<file path="config.mk">
export PLATFORM = sky130hd
export DESIGN_NAME = rx_frame_writer
export DESIGN_NICKNAME = d
export VERILOG_FILES = /design/src/rtl/rx_frame_pkg.sv /design/src/rtl/rx_rdptr_sync.sv /design/src/rtl/rx_frame_writer.sv
export SDC_FILE = /design/constraint.sdc
export NUM_CORES = 1
export LEC_CHECK = 0
export CAP_MARGIN = 25
export CELL_PAD_IN_SITES_DETAIL_PLACEMENT = 1
export CELL_PAD_IN_SITES_GLOBAL_PLACEMENT = 1
export CORE_ASPECT_RATIO = 1.1
export CORE_MARGIN = 8
export CORE_UTILIZATION = 51
export CTS_CLUSTER_SIZE = 30
export DETAILED_ROUTE_END_ITERATION = 10
export DONT_BUFFER_PORTS = 1
export GPL_ROUTABILITY_DRIVEN = 1
export PLACE_DENSITY = 0.94
export SETUP_SLACK_MARGIN = 0.02
export SYNTH_ARGS = -nofsm -noshare
export SYNTH_HDL_FRONTEND = slang
export SYNTH_SLANG_ARGS = --single-unit
</file>
<file path="constraint.sdc">
create_clock -name clk -period 6.3 [get_ports clk]
set_input_delay 1.26 -clock clk [delete_from_list [all_inputs] [get_ports clk]]
set_output_delay 1.26 -clock clk [all_outputs]
set_load 0.01 [all_outputs]
</file>
<file path="src/rtl/rx_frame_pkg.sv">
`default_nettype none
// +--------------------------------------------------------------------+
// | rx_frame_pkg : states and field offsets for rx_frame_writer   rev 1.0|
// +--------------------------------------------------------------------+
package rx_frame_pkg;

  typedef enum logic [2:0] {
    ST_IDLE = 3'd0,
    ST_DATA = 3'd1,
    ST_HDR  = 3'd2,
    ST_PUB  = 3'd3,
    ST_DROP = 3'd4
  } state_t;

  localparam int HDR_TS_LSB  = 0;
  localparam int HDR_BC_LSB  = 32;
  localparam int HDR_SRC_LSB = 48;
  localparam int HDR_DST_LSB = 56;

  localparam int TU_BC_LSB   = 0;
  localparam int TU_SRC_LSB  = 16;
  localparam int TU_DST_LSB  = 24;
  localparam int TU_BAD_BIT  = 32;

  function automatic logic [63:0] build_header(
    input logic [7:0]  dst,
    input logic [7:0]  src,
    input logic [15:0] bc,
    input logic [31:0] ts
  );
    logic [63:0] h;
    h = '0;
    h[HDR_DST_LSB +: 8]  = dst;
    h[HDR_SRC_LSB +: 8]  = src;
    h[HDR_BC_LSB  +: 16] = bc;
    h[HDR_TS_LSB  +: 32] = ts;
    return h;
  endfunction

endpackage
`default_nettype wire

</file>
<file path="src/rtl/rx_rdptr_sync.sv">
`default_nettype none
// +--------------------------------------------------------------------+
// | rx_rdptr_sync : strobe-qualified consumer pointer capture     rev 1.0|
// +--------------------------------------------------------------------+
module rx_rdptr_sync #(
  parameter int ADDR_W = 15
) (
  input  logic              clk,
  input  logic              reset_n,
  input  logic              rd_addr_updated,
  input  logic [ADDR_W-1:0] commited_rd_address,
  output logic [ADDR_W-1:0] rd_sync
);

  logic [1:0]        upd_sync;
  logic [ADDR_W-1:0] addr_q;

  // The strobe gets one more stage than the bus, so the bus copy has settled when it is used.
  always_ff @(posedge clk) begin
    if (!reset_n) begin
      upd_sync <= '0;
      addr_q   <= '0;
      rd_sync  <= '0;
    end else begin
      upd_sync <= {upd_sync[0], rd_addr_updated};
      addr_q   <= commited_rd_address;
      if (upd_sync[1]) begin
        rd_sync <= addr_q;
      end
    end
  end

endmodule
`default_nettype wire

</file>
<file path="src/rtl/rx_frame_writer.sv">
`default_nettype none
// +--------------------------------------------------------------------+
// | rx_frame_writer : AXI-S Rx frames into buffer RAM, header + commit rev 1.0|
// +--------------------------------------------------------------------+
module rx_frame_writer
  import rx_frame_pkg::*;
#(
  parameter int ADDR_W          = 15,
  parameter int MAX_FRAME_WORDS = 1200
) (
  input  logic              clk,
  input  logic              reset_n,
  input  logic [63:0]       s_axis_tdata,
  input  logic [7:0]        s_axis_tstrb,
  input  logic [127:0]      s_axis_tuser,
  input  logic              s_axis_tvalid,
  input  logic              s_axis_tlast,
  output logic              s_axis_tready,
  output logic [ADDR_W-1:0] wr_addr,
  output logic [63:0]       wr_data,
  output logic              wr_en,
  output logic [ADDR_W-1:0] commited_wr_address,
  input  logic              rd_addr_updated,
  input  logic [ADDR_W-1:0] commited_rd_address,
  output logic [31:0]       committed_frames,
  output logic [31:0]       dropped_frames
);

  localparam int                BEAT_W    = $clog2(MAX_FRAME_WORDS + 1);
  localparam logic [BEAT_W-1:0] MAX_BEATS = BEAT_W'(MAX_FRAME_WORDS);
  localparam logic [31:0]       RESERVE   = 32'(MAX_FRAME_WORDS + 1);
  localparam logic [ADDR_W-1:0] ONE       = ADDR_W'(1);

  state_t            state, state_nxt;
  logic [ADDR_W-1:0] aux_addr;
  logic [ADDR_W-1:0] rd_sync;
  logic [ADDR_W-1:0] used, free;
  logic              no_space;
  logic [BEAT_W-1:0] beats;
  logic [31:0]       ts_cnt, ts_frame;
  logic [15:0]       hdr_bc;
  logic [7:0]        hdr_src, hdr_dst;

  logic do_write, do_sof, do_rewind, do_latch, do_drop, do_hdr, do_pub, eof_chk;
  logic unused_bits;

  assign unused_bits = ^{s_axis_tstrb, s_axis_tuser[127:TU_BAD_BIT+1]};

  rx_rdptr_sync #(
    .ADDR_W(ADDR_W)
  ) u_rdptr_sync (
    .clk                 (clk),
    .reset_n             (reset_n),
    .rd_addr_updated     (rd_addr_updated),
    .commited_rd_address (commited_rd_address),
    .rd_sync             (rd_sync)
  );

  // Bitwise inverse of used is exactly 2^ADDR_W - 1 - used.
  assign used     = aux_addr - rd_sync;
  assign free     = ~used;
  assign no_space = ({{(32-ADDR_W){1'b0}}, free} < RESERVE);

  assign s_axis_tready = (state != ST_HDR) && (state != ST_PUB);

  always_comb begin
    state_nxt = state;
    do_write  = 1'b0;
    do_sof    = 1'b0;
    do_rewind = 1'b0;
    do_latch  = 1'b0;
    do_drop   = 1'b0;
    do_hdr    = 1'b0;
    do_pub    = 1'b0;
    eof_chk   = 1'b0;
    unique case (state)
      ST_IDLE: begin
        if (s_axis_tvalid) begin
          if (no_space) begin
            if (s_axis_tlast) do_drop = 1'b1;
            else              state_nxt = ST_DROP;
          end else begin
            do_write  = 1'b1;
            do_sof    = 1'b1;
            eof_chk   = s_axis_tlast;
            state_nxt = ST_DATA;
          end
        end
      end
      ST_DATA: begin
        if (s_axis_tvalid) begin
          if (beats == MAX_BEATS) begin
            do_rewind = 1'b1;
            if (s_axis_tlast) begin
              do_drop   = 1'b1;
              state_nxt = ST_IDLE;
            end else begin
              state_nxt = ST_DROP;
            end
          end else begin
            do_write = 1'b1;
            eof_chk  = s_axis_tlast;
          end
        end
      end
      ST_HDR: begin
        do_hdr    = 1'b1;
        state_nxt = ST_PUB;
      end
      ST_PUB: begin
        do_pub    = 1'b1;
        state_nxt = ST_IDLE;
      end
      ST_DROP: begin
        if (s_axis_tvalid && s_axis_tlast) begin
          do_drop   = 1'b1;
          state_nxt = ST_IDLE;
        end
      end
      default: state_nxt = ST_IDLE;
    endcase
    if (eof_chk) begin
      if (s_axis_tuser[TU_BAD_BIT]) begin
        do_rewind = 1'b1;
        do_drop   = 1'b1;
        state_nxt = ST_IDLE;
      end else begin
        do_latch  = 1'b1;
        state_nxt = ST_HDR;
      end
    end
  end

  always_ff @(posedge clk) begin
    if (!reset_n) begin
      state               <= ST_IDLE;
      aux_addr            <= ONE;
      commited_wr_address <= '0;
      beats               <= '0;
      ts_cnt              <= '0;
      ts_frame            <= '0;
      hdr_bc              <= '0;
      hdr_src             <= '0;
      hdr_dst             <= '0;
      wr_en               <= 1'b0;
      wr_addr             <= '0;
      wr_data             <= '0;
      committed_frames    <= '0;
      dropped_frames      <= '0;
    end else begin
      state  <= state_nxt;
      ts_cnt <= ts_cnt + 32'd1;
      wr_en  <= do_write | do_hdr;
      if (do_hdr) begin
        wr_addr <= commited_wr_address;
        wr_data <= build_header(hdr_dst, hdr_src, hdr_bc, ts_frame);
      end else if (do_write) begin
        wr_addr <= aux_addr;
        wr_data <= s_axis_tdata;
      end
      // A rewind wins over the increment of a same-cycle write (bad single-beat frame).
      if (do_rewind) begin
        aux_addr <= commited_wr_address + ONE;
      end else if (do_write || do_pub) begin
        aux_addr <= aux_addr + ONE;
      end
      if (do_pub) begin
        commited_wr_address <= aux_addr;
        committed_frames    <= committed_frames + 32'd1;
      end
      if (do_drop) begin
        dropped_frames <= dropped_frames + 32'd1;
      end
      if (do_sof) begin
        beats    <= BEAT_W'(1);
        ts_frame <= ts_cnt;
      end else if (do_write) begin
        beats <= beats + BEAT_W'(1);
      end
      if (do_latch) begin
        hdr_bc  <= s_axis_tuser[TU_BC_LSB  +: 16];
        hdr_src <= s_axis_tuser[TU_SRC_LSB +: 8];
        hdr_dst <= s_axis_tuser[TU_DST_LSB +: 8];
      end
    end
  end

endmodule
`default_nettype wire

</file>
### After elaboration in Yosys (flattened, before gate mapping)

Index checks and enable logic that the tools add are counted.
W data, S select, Z words.

| operators by class | value |
|---|---|
| shift-type cells | 0 |
| mux-type cells | 47 |
| magnitude comparators | 1 |
| add/subtract/negate cells | 7 |
| reduce and logical (&&, ||, !) cells | 9 |
| multiply operators | 0 |
| divide/modulo/power cells | 0 |
| eq/ne operators | 12 |
| bitwise logic cells | 3 |

Operators by type and width:

| cell | number |
|---|---|
| $mux W64 | 2 |
| $add A32 B1 Y32 const B | 3 |
| $mux W15 | 4 |
| $add A15 B1 Y15 const B | 2 |
| $mux W1 | 28 |
| $mux W3 | 8 |
| $lt A15 B11 Y1 const B | 1 |
| $not A15 Y15 | 1 |
| $sub A15 B15 Y15 | 1 |
| $ne A3 B3 Y1 const B | 4 |
| $pmux W3 S4 | 1 |
| $add A11 B1 Y11 const B | 1 |
| $eq A11 B11 Y1 const B | 1 |
| $eq A3 B2 Y1 const B | 2 |
| $ne A3 B2 Y1 const B | 2 |
| $reduce_bool A2 Y1 | 3 |
| $reduce_and A5 Y1 | 1 |
| $ne A4 B4 Y1 const B | 1 |
| $pmux W1 S2 | 2 |
| $eq A3 B1 Y1 const B | 1 |
| $eq A3 B3 Y1 const B | 1 |
| $logic_not A3 Y1 | 1 |
| $pmux W1 S3 | 1 |
| $logic_and A1 B1 Y1 | 2 |
| other kinds (5) | 5 |

| word-level totals | value |
|---|---|
| output and inout port bits | 160 |
| bits of input ports | 220 |
| flip-flop bits (word level) | 316 |
| bits in latches | 0 |
| word-level logic and storage cells | 97 |
| ROM bits | 0 |
| RAM bits | 0 |
| memories | 0 |

### Depth between registers and ports, before layout

Gate-level depths: netlist (run 1).

| depth | value |
|---|---|
| depth after elaboration | 9 |
| gate-level depth with buffers | 21 |
| gate-level depth less buffers | 20 |

### Modules after synthesis

From an unflattened synthesis (run 1), not the netlist that was laid out.

| unflattened totals | value |
|---|---|
| cells, all modules | 1613 |
| area, all modules | 14346.3 sq um |

By module, submodules not included:

| module | area an instance (sq um) | times used | cells each | sequential area each (sq um) |
|---|---|---|---|---|
| rx_frame_writer | 13312.8 | 1 | 1529 | 5685.5 |
| rx_rdptr_sync | 1033.5 | 1 | 84 | 640.6 |

### Worst setup path before layout (run 1)

Ideal clock, no wire load.

| timing | value |
|---|---|
| path kind | register to register |
| from | register aux_addr[0] |
| to | register aux_addr[12] |
| cell stages (with the launch flop) | 22 |
| slack | 2310 ps |
| setup time | 132 ps |
| clock period less this slack | 3990 ps |
| buffers on the path | 1 |
| arrival time | 3857 ps |
| cells stage by stage | dfxtp_1 -> inv_1 -> ha_1 -> inv_1 -> fa_1 -> a21o_1 -> a221oi_2 -> nand2b_4 -> o32a_1 -> nand4_1 -> nor2_2 -> a31o_2 -> clkbuf_1 -> mux2_2 -> ha_1 -> nand4_1 -> nor2_1 -> and3_1 -> nand3_1 -> xnor2_1 -> o21ai_0 -> a21oi_1 |

| on the way | value |
|---|---|
| word-level cells in the longest chain between the ends | 8 |
| elaborated cells between the ends (all ways) | 15 |
| those cells by class | add/sub (2); order compare (1); mux (9); bitwise (1); reduce/logical (2) |

RTL lines:

| item | line | RTL |
|---|---|---|
| start, declared | rx_frame_writer.sv:35 | `logic [ADDR_W-1:0] aux_addr;` |
| start signal, assigned | rx_frame_writer.sv:163 | `aux_addr <= commited_wr_address + ONE;` |
| start signal, assigned | rx_frame_writer.sv:165 | `aux_addr <= aux_addr + ONE;` |
| $sub A15 B15 Y15 | rx_frame_writer.sv:60 | `assign used = aux_addr - rd_sync;` |
| $not A15 Y15 | rx_frame_writer.sv:61 | `assign free = ~used;` |
| $lt A15 B11 Y1 | rx_frame_writer.sv:62 | `assign no_space = ({{(32-ADDR_W){1'b0}}, free} < RESERVE);` |
| $mux W1 | rx_frame_writer.sv:79 | `if (no_space) begin` |
| $mux W1 | rx_frame_writer.sv:78 | `if (s_axis_tvalid) begin` |
| $pmux W1 S2 | rx_frame_writer.sv:76 | `unique case (state)` |
| $mux W1 or $logic_or A1 B1 Y1 (tied branches) | rx_frame_writer.sv:122, rx_frame_writer.sv:164 |  |
| $mux W15 or $reduce_bool A2 Y1 (tied branches) | - |  |

Several ways; a longest one is shown, not always the timed one. The select of a mux whose other input is x is not followed.
A chain may end at the register's enable or synchronous reset.

### Worst setup path in the final report (run 1)

Ends and elaborated chain as after synthesis.

==> results of run 1 <==
-- worst min path at each step --
| stage | slack, ns | from | end | depth (start not counted) |
|---|---|---|---|---|
| after global routing | 0.48 | u_rdptr_sync.upd_sync[0]$_SDFF_PN0_ | u_rdptr_sync.upd_sync[1]$_SDFF_PN0_ | 1 |
| after CTS | 0.45 | u_rdptr_sync.upd_sync[0]$_SDFF_PN0_ | u_rdptr_sync.upd_sync[1]$_SDFF_PN0_ | 1 |
| final | 0.46 | u_rdptr_sync.upd_sync[0]$_SDFF_PN0_ | u_rdptr_sync.upd_sync[1]$_SDFF_PN0_ | 1 |
| after global placement | 0.42 | u_rdptr_sync.upd_sync[0]$_SDFF_PN0_ | u_rdptr_sync.upd_sync[1]$_SDFF_PN0_ | 1 |
| after detailed placement | 0.43 | u_rdptr_sync.upd_sync[0]$_SDFF_PN0_ | u_rdptr_sync.upd_sync[1]$_SDFF_PN0_ | 1 |
| after floorplan | 0.41 | u_rdptr_sync.upd_sync[0]$_SDFF_PN0_ | u_rdptr_sync.upd_sync[1]$_SDFF_PN0_ | 1 |
-- metal layers --
metal | wire length, um | GRT usage [%]
met5 | 0 | 0
met4 | 1965 | 11.91
met3 | 2707 | 5.393
met2 | 21710 | 43.87
met1 | 16400 | 26.63
-- state kept, by name, summed over array words and instances, names as in the netlist, 16 cells and up --
name,flops
committed_frames,32
dropped_frames,32
hdr_bc,16
ts_frame,32
wr_data,64
ts_cnt,32
-- stage by stage --
step                      hold WS [ns]  cell area [um2]  total power (uW)  utilization [%]
after floorplan                 0.4119            14220              2949                -
after global placement          0.4163            14340              3082            51.89
after detailed placement        0.4290            14340              3140            51.89
after CTS                       0.4541            15470              5226            56.00
after global routing            0.4821            15500              5411            56.10
final                           0.4632            15500              5197            56.10
-- final cells by class --
cell class	instances	area, um2	area share [%]
Tap cell	363	454.2	2.930
Antenna cell	3	7.507	0.04844
Sequential cell	316	6326	40.82
Multi-Input combinational cell	1141	7330	47.29
Clock inverter	12	191.4	1.235
Timing Repair Buffer	10	87.58	0.5651
Inverter	41	158.9	1.025
Clock buffer	45	943.4	6.087
-- layout by cell type, fill, tap and decap left out, types with 4 or more instances in the layout --
| master | n |
|---|---|
| nand4_1 | 22 |
| o21a_1 | 9 |
| dfxtp_1 | 316 |
| nand3b_1 | 4 |
| ha_1 | 20 |
| o211ai_1 | 8 |
| or3_1 | 26 |
| a21oi_1 | 155 |
| xor2_1 | 54 |
| nand3_1 | 57 |
| nor2_1 | 182 |
| clkbuf_1 | 7 |
| and2_1 | 28 |
| nor3_1 | 18 |
| a211oi_1 | 6 |
| nand2_1 | 93 |
| inv_1 | 40 |
| mux2i_1 | 161 |
| a21o_1 | 7 |
| buf_4 | 9 |
| xnor2_1 | 47 |
| or4_1 | 5 |
| o2111ai_1 | 8 |
| a2111oi_2 | 9 |
| and4_1 | 4 |
| and3_1 | 27 |
| nor4_1 | 8 |
| clkbuf_16 | 35 |
| o21ai_0 | 130 |
| clkinv_2 | 5 |
| bufinv_16 | 5 |
-- logic make-up after synthesis --
| group | after synthesis |
|---|---|
| compound gates | 360 |
| xor+xnor | 101 |
| fa+ha+maj | 21 |
| buf+inv | 142 |
| flops | 316 |
| mux | 163 |
| simple gates | 496 |
-- synth_stat cells, types with 9 or more instances --
master and instances:
nand4_1 22, inv_1 41, mux2i_1 161, a2111oi_2 9, xnor2_1 47, ha_1 20
and3_1 27, and2_1 28, nor2_1 182, a21oi_1 155, nand3_1 57, nand2_1 94
o21a_1 9, clkbuf_1 73, buf_2 17, dfxtp_1 316, xor2_1 54, nor3_1 18
or3_1 26, o21ai_0 130
-- where the power goes --
group	leakage [uW]	internal [uW]	total [uW]	switching [uW]
clock	0.000556	1260	2070	816
combinational	0.00256	334	848	515
sequential	0.00257	2120	2280	157
==> qor.json, run 1 <==
{
  "logic_synthesis": {
    "synth_fp_nets": 1840,
    "synth_cell_types": 64,
    "synth_top_area_cell": "dfxtp_1",
    "synth_compound_area_share_pct": 15.07,
    "netlist_instances": 1599,
    "yosys-mux-area-fraction_pct": 11.49,
    "synthesis.area_um2": 14220,
    "post_synth_fa_ha_maj_area_fraction_pct": 1.901,
    "synth.avg_cell_area_um2": 8.891,
    "ys_warn_count": 0,
    "synth_xor_area_share_pct": 6.222,
    "synth_edf_count": 0,
    "netlist.area_leader.share_pct": 44.50,
    "synth_sequential_area_ratio_pct": 44.50,
    "post_synth_main_area_contributors": "dfxtp_1 44%, mux2i_1 11%, a21oi_1 5.5%",
    "synth.ff_latch_count": 316,
    "commonest_register_cell_after_synthesis": "dfxtp_1",
    "synth_top_family_by_area": "simple AND/OR/NAND/NOR gates",
    "yosys.area_share.simple_pct": 16.66,
    "synth_async_reset_ratio_pct": 0
  },
  "sta": {
    "fmax_ghz": 0.1977,
    "final-setup-viol-count": 0,
    "timing.max_slew.rel_slack_pct": 33.82,
    "worstMarginPinSlew_ns": 0.9926,
    "finalMaxSlewViolations": 0,
    "finalClockSkew_ns": 0.01473,
    "setup_repair_after_global_routing_missed_its_margin": "no",
    "period_share_pct": 80.29,
    "final-hold-violation-count": 0,
    "layout_setup_ws_ns": 1.242,
    "final_period_minus_worst_setup_slack_ns": 5.058,
    "final.setup.tns_ns": 0
  },
  "critical_path": {
    "regToRegEndpoint": "aux_addr[12]$_SDFFE_PN0P_",
    "critPathCapture": "aux_addr[12]$_SDFFE_PN0P_",
    "critical_path.reg2reg.startpoint": "aux_addr[0]$_SDFFE_PN1P_",
    "reg2regPathDepth": 20,
    "cpMaxStageDelayCell": "a31o_2",
    "crit_required_ns": 6.66,
    "timing.critical_path.max_delay_family": "compound AO/OA/AOI/OAI gates",
    "worstSetupPathDepth": 20,
    "worst_setup_path_end_kind": "flip-flop",
    "crit_path_max_fanout": 31,
    "cp.buffers_inverters": 2,
    "worst-r2r-setup-slack_ns": 1.24,
    "setup.worst_path.start": "aux_addr[0]$_SDFFE_PN1P_",
    "startpoint_type": "flip-flop",
    "setup.worst_path.class": "flip-flop to flip-flop",
    "arrival_ns": 5.42,
    "cell_chain_of_the_critical_path": "inv_1 -> ha_1 -> inv_1 -> fa_1 -> a21o_1 -> a221oi_2 -> nand2b_4 -> or4_4 -> o2111ai_2 -> nor2_2 -> a31o_2 -> mux2_2 -> ha_1 -> nand4_1 -> nor2_1 -> and3_1 -> nand3_1 -> xnor2_1 -> o21ai_0 -> a21oi_1",
    "crit_path_max_incr_delay_ns": 0.63
  },
  "clock_network": {
    "cts_inserted_buffers": 34,
    "postCtsResizedCells": 0,
    "holdBufCountCts": 0,
    "cts_max_level": 2,
    "insertion_delay_ns": 0.51,
    "cts_buffer_depth": 3,
    "clock-root-buffer": "clkbuf_16",
    "cts_setup_buffers": 0,
    "clock_pin_transition_on_the_worst_setup_and_hold_timing_paths_ns": 0.07,
    "cts_tree": "done",
    "clock_sinks": 316
  },
  "floorplan": {
    "initial_core_util_pct": 51.46,
    "die_y_um": 191.1,
    "die-area_um2": 33480,
    "die_x_um": 175.2,
    "design.portCount": 380,
    "placeableCoreArea_um2": 27630,
    "rows": 64
  },
  "routing": {
    "num_vias": 11810,
    "number_of_remaining_drc_errors": 0,
    "dr.first_iter.drc_count": 672,
    "drtPass1Iterations": 5,
    "ant_nets": 0,
    "drt_wl_total_mm": 42.78,
    "post_drt_wl_per_cell_um": 22.16,
    "via_per_inst": 6.115
  },
  "grt": {
    "track_usage_pct": 24.31,
    "grt_first_pass_wirelength_mm": 67.43,
    "grt_max_degree": 130,
    "number_of_antenna_violations_at_the_first_check_in_global_routing": 3,
    "number_of_global_route_vias_before_repair": 12600,
    "globalRouteOverflowTotal": 0
  },
  "hold_path": {
    "worst_hold_path_type": "flip-flop to flip-flop"
  },
  "power": {
    "power.static_leakage_uw": 0.005689,
    "irDropWorstVdd_mv": 0.2250,
    "p_per_area_nw_per_um2": 335.3
  },
  "place": {
    "placedCellCount": 1870,
    "preCtsSetupSlack_ns": 1.365,
    "final_wtd_congestion": 0.8787,
    "placement.io_buffers": 0,
    "hpwlAfterDp_mm": 28.12
  },
  "finish": {
    "fillerInstances": 3128,
    "area_growth_syn_to_layout_pct": 9.012,
    "layoutNonFillerInstCount": 1931,
    "layout-drive-gt1-share_pct": 5.942,
    "nets": 1785
  },
  "status": {
    "outcome": "complete, no violations"
  },
  "flow_run": {
    "max_cap_viols": 0
  }
}
Note: power is estimated with default switching activity, not from simulation.
==> inputs of run 2 (changes only) <==
--- a/config.mk
+++ b/config.mk
@@ -10,12 +10,12 @@
 export CELL_PAD_IN_SITES_GLOBAL_PLACEMENT = 1
 export CORE_ASPECT_RATIO = 1.1
 export CORE_MARGIN = 8
-export CORE_UTILIZATION = 51
+export CORE_UTILIZATION = 42
 export CTS_CLUSTER_SIZE = 30
 export DETAILED_ROUTE_END_ITERATION = 10
 export DONT_BUFFER_PORTS = 1
 export GPL_ROUTABILITY_DRIVEN = 1
-export PLACE_DENSITY = 0.94
+export PLACE_DENSITY = 0.84
 export SETUP_SLACK_MARGIN = 0.02
 export SYNTH_ARGS = -nofsm -noshare
 export SYNTH_HDL_FRONTEND = slang
==> constraint.sdc (replaced) <==
create_clock -name clk -period 4.5 [get_ports clk]
set_input_delay 0.9 -clock clk [delete_from_list [all_inputs] [get_ports clk]]
set_output_delay 0.9 -clock clk [all_outputs]
set_load 0.01 [all_outputs]
==> qor.json, run 2 (synthesized netlist as in run 1, its figures left out) <==
{
  "status": {
    "outcome": "complete, no violations"
  },
  "routing": {
    "via_per_inst": {"value": 5.737, "change": "-6.2%"},
    "drtPass1Iterations": {"value": 5, "change": "unchanged"},
    "drt_wl_total": {"value": 41.97, "unit": "mm", "change": "-1.9%"},
    "num_vias": {"value": 11540, "change": "-2.3%"},
    "dr.first_iter.drc_count": {"value": 467, "change": "-31%"},
    "ant_nets": {"value": 0, "change": "unchanged"},
    "post_drt_wl_per_cell": {"value": 20.86, "unit": "um", "change": "-5.8%"},
    "number_of_remaining_drc_errors": {"value": 0, "change": "unchanged"}
  },
  "hold_path": {
    "hold-path-endpoint": "u_rdptr_sync.upd_sync[1]$_SDFF_PN0_",
    "number_of_instances_on_the_worst_hold_path": {"value": 1, "change": "unchanged"},
    "worst_hold_path_type": "flip-flop to flip-flop",
    "worst_hold_startpoint": "u_rdptr_sync.upd_sync[0]$_SDFF_PN0_"
  },
  "power": {
    "power_switching": {"value": 2106, "unit": "uW", "change": "+42%"},
    "pwr-share-comb": {"value": 17.4, "unit": "%", "change": "+1.1 points"},
    "seqPwrFrac": {"value": 43.6, "unit": "%", "change": "-0.2 points"},
    "power.static_leakage": {"value": 0.005758, "unit": "uW", "change": "+1.2%"},
    "irDropWorstVdd": {"value": 0.3213, "unit": "mV", "change": "+43%"},
    "pwr-share-clk": {"value": 39.0, "unit": "%", "change": "-0.9 points"},
    "power_switching_share": {"value": 28.97, "unit": "%", "change": "+0.35 points"},
    "p_per_area": {"value": 461.4, "unit": "nW/um2", "change": "+38%"},
    "internal_power": {"value": 5162, "unit": "uW", "change": "+39%"}
  },
  "finish": {
    "largest_register_ff_count": {"value": 64, "change": "unchanged"},
    "mostFrequentLayoutCell": "dfxtp_1",
    "nets": {"value": 1800, "change": "+0.84%"},
    "finalCoreUtilization": {"value": 47.32, "unit": "%", "change": "-8.8 points"},
    "layoutNonFillerInstCount": {"value": 2012, "change": "+4.2%"},
    "layout-drive-gt1-share": {"value": 7.034, "unit": "%", "change": "+1.1 points"},
    "registers.top_by_ff_count": "wr_data",
    "mostFrequentLayoutCells": "316 x dfxtp_1, 181 x nor2_1, 161 x mux2i_1",
    "area_growth_syn_to_layout_pct": 10.78
  },
  "clock_network": {
    "cts_buffer_depth": {"value": 3, "change": "unchanged"},
    "clock_sinks": {"value": 316, "change": "unchanged"},
    "cts_max_level": {"value": 2, "change": "unchanged"},
    "cts_tree": "done",
    "cts_inserted_buffers": {"value": 35, "change": "+2.9%"},
    "clock_pin_transition_on_the_worst_setup_and_hold_timing_paths": {"value": 0.06, "unit": "ns", "change": "about the same"},
    "insertion_delay": {"value": 0.53, "unit": "ns", "change": "+0.02 ns"},
    "holdBufCountCts": {"value": 0, "change": "unchanged"},
    "clock-root-buffer": "clkbuf_16"
  },
  "sta": {
    "finalMaxSlewViolations": {"value": 0, "change": "unchanged"},
    "fmax": {"value": 0.2400, "unit": "GHz", "change": "+21%"},
    "period_share": {"value": 92.61, "unit": "%", "change": "+12 points"},
    "worstMarginPinSlew": {"value": 0.9595, "unit": "ns", "change": "-0.03313 ns"},
    "timing.max_slew.rel_slack": {"value": 36.03, "unit": "%", "change": "+2.2 points"},
    "layout_setup_ws": {"value": 0.3327, "unit": "ns", "change": "-0.9089 ns"},
    "finalClockSkew": {"value": 0.02042, "unit": "ns", "change": "+0.005687 ns"},
    "final-hold-violation-count": {"value": 0, "change": "unchanged"},
    "final_period_minus_worst_setup_slack": {"value": 4.167, "unit": "ns", "change": "-0.8911 ns"},
    "final-setup-viol-count": {"value": 0, "change": "unchanged"}
  },
  "floorplan": {
    "placeableCoreArea": {"value": 33280, "unit": "um2", "change": "+20%"},
    "design.portCount": {"value": 380, "change": "unchanged"},
    "rows": {"value": 70, "change": "+9.4%"},
    "initial_core_util": {"value": 42.72, "unit": "%", "change": "-8.7 points"},
    "die_y": {"value": 209.0, "unit": "um", "change": "+9.3%"},
    "die-area": {"value": 40000, "unit": "um2", "change": "+19%"},
    "die_x": {"value": 191.4, "unit": "um", "change": "+9.3%"}
  },
  "grt": {
    "globalRouteOverflowTotal": {"value": 0, "change": "unchanged"},
    "grt_max_degree": {"value": 130, "change": "unchanged"},
    "track_usage": {"value": 20.04, "unit": "%", "change": "-4.3 points"},
    "number_of_antenna_violations_at_the_first_check_in_global_routing": {"value": 2, "change": "-1"},
    "number_of_global_route_vias_before_repair": {"value": 12250, "change": "-2.8%"},
    "grt_first_pass_wirelength": {"value": 66.10, "unit": "mm", "change": "-2.0%"}
  },
  "flow_run": {
    "max_cap_viols": {"value": 0, "change": "unchanged"}
  },
  "critical_path": {
    "regToRegEndpoint": "aux_addr[12]$_SDFFE_PN0P_",
    "cp.buffers_inverters": {"value": 2, "change": "unchanged"},
    "worst_setup_path_end_kind": "flip-flop",
    "worst-r2r-setup-slack": {"value": 0.33, "unit": "ns", "change": "-0.91 ns"},
    "cell_chain_of_the_critical_path": "inv_1 -> ha_1 -> inv_1 -> fa_1 -> a21o_1 -> a221oi_4 -> o21ai_1 -> o32a_1 -> nand4_1 -> nor2_4 -> a31o_2 -> mux2_2 -> ha_1 -> nand4_1 -> nor2_2 -> and3_2 -> nand3_1 -> xnor2_1 -> o21ai_0 -> a21oi_1",
    "reg2regPathDepth": {"value": 20, "change": "unchanged"},
    "startpoint_type": "flip-flop",
    "critical_path.reg2reg.startpoint": "aux_addr[0]$_SDFFE_PN1P_",
    "crit_path_max_incr_delay": {"value": 0.41, "unit": "ns", "change": "-0.22 ns"},
    "worstSetupPathDepth": {"value": 20, "change": "unchanged"},
    "crit_path_max_fanout": {"value": 7, "change": "-77%"},
    "cpMaxStageDelayCell": "fa_1",
    "crit_required": {"value": 4.90, "unit": "ns", "change": "-1.76 ns"},
    "timing.critical_path.max_delay_family": "compound AO/OA/AOI/OAI gates",
    "arrival": {"value": 4.57, "unit": "ns", "change": "-0.85 ns"},
    "setup.worst_path.class": "flip-flop to flip-flop"
  },
  "place": {
    "placedCellCount": {"value": 1952, "change": "+4.4%"},
    "hpwlAfterDp": {"value": 28.57, "unit": "mm", "change": "+1.6%"},
    "final_wtd_congestion": {"value": 0.8487, "change": "-3.4%"},
    "preCtsSetupSlack": {"value": 0.2470, "unit": "ns", "change": "-1.118 ns"},
    "placement.io_buffers": {"value": 0, "change": "unchanged"}
  }
}
run 2: cell types whose count changed in the layout (fill, tap and decap cells not counted), sizes merged:
cell | before | now
bufinv | 5 | 2
buf | 10 | 24
clkinv | 5 | 1
diode | 3 | 2
clkbuf | 45 | 48
clkinvlp | 1 | 4
run 2: final cells by class:
cell class,count,area [um2]
Fill cell,3851,17530
Clock inverter,8,115.1
Inverter,41,158.9
Antenna cell,2,5.005
Sequential cell,316,6326
Tap cell,432,540.5
Multi-Input combinational cell,1141,7368
Clock buffer,48,1006
Timing Repair Buffer,24,230.2
run 2: timing repair:
item	CTS	global route
buffers inserted	0	2
gates resized for setup	0	7
endpoints found under the setup margin	0	4
run 2: routing by layer:
metal | global-route usage, % | vias up | routed length (um)
li1 | - | 5505 | -
met1 | 21.86 | 5682 | 16460
met2 | 36.56 | 270 | 21620
met5 | 0 | - | 0
met3 | 4.547 | 85 | 2404
met4 | 8.287 | 0 | 1489
run 2: worst max-delay path by stage:
stage | start | end
global placement | aux_addr[0]$_SDFFE_PN1P_ | aux_addr[12]$_SDFFE_PN0P_
global route | aux_addr[0]$_SDFFE_PN1P_ | aux_addr[12]$_SDFFE_PN0P_
finish | aux_addr[0]$_SDFFE_PN1P_ | aux_addr[12]$_SDFFE_PN0P_
detailed placement | aux_addr[0]$_SDFFE_PN1P_ | aux_addr[12]$_SDFFE_PN0P_
floorplan | aux_addr[0]$_SDFFE_PN1P_ | aux_addr[12]$_SDFFE_PN0P_
CTS | aux_addr[0]$_SDFFE_PN1P_ | aux_addr[12]$_SDFFE_PN0P_
run 2: power groups by stage:
stage | Sequential (uW) | Combinational (uW) | Clock [uW]
2_1_floorplan | 3170 | 960 | 0
3_3_place_gp | 3220 | 1160 | 0
3_5_place_dp | 3230 | 1210 | 0
4_1_cts | 3170 | 1230 | 2920
5_1_grt | 3190 | 1380 | 3010
6_report | 3170 | 1270 | 2830
run 2: metrics by stage:
| stage | setup TNS, ns | instance area [um2] | hold slack [ns] | total power, uW |
|---|---|---|---|---|
| 2_1_floorplan | 0 | 14220 | 0.4119 | 4128 |
| 3_3_place_gp | 0 | 14570 | 0.4147 | 4379 |
| 3_5_place_dp | 0 | 14570 | 0.4307 | 4442 |
| 4_1_cts | 0 | 15690 | 0.4706 | 7322 |
| 5_1_grt | -0.005535 | 15750 | 0.4837 | 7578 |
| 6_report | 0 | 15750 | 0.4606 | 7268 |
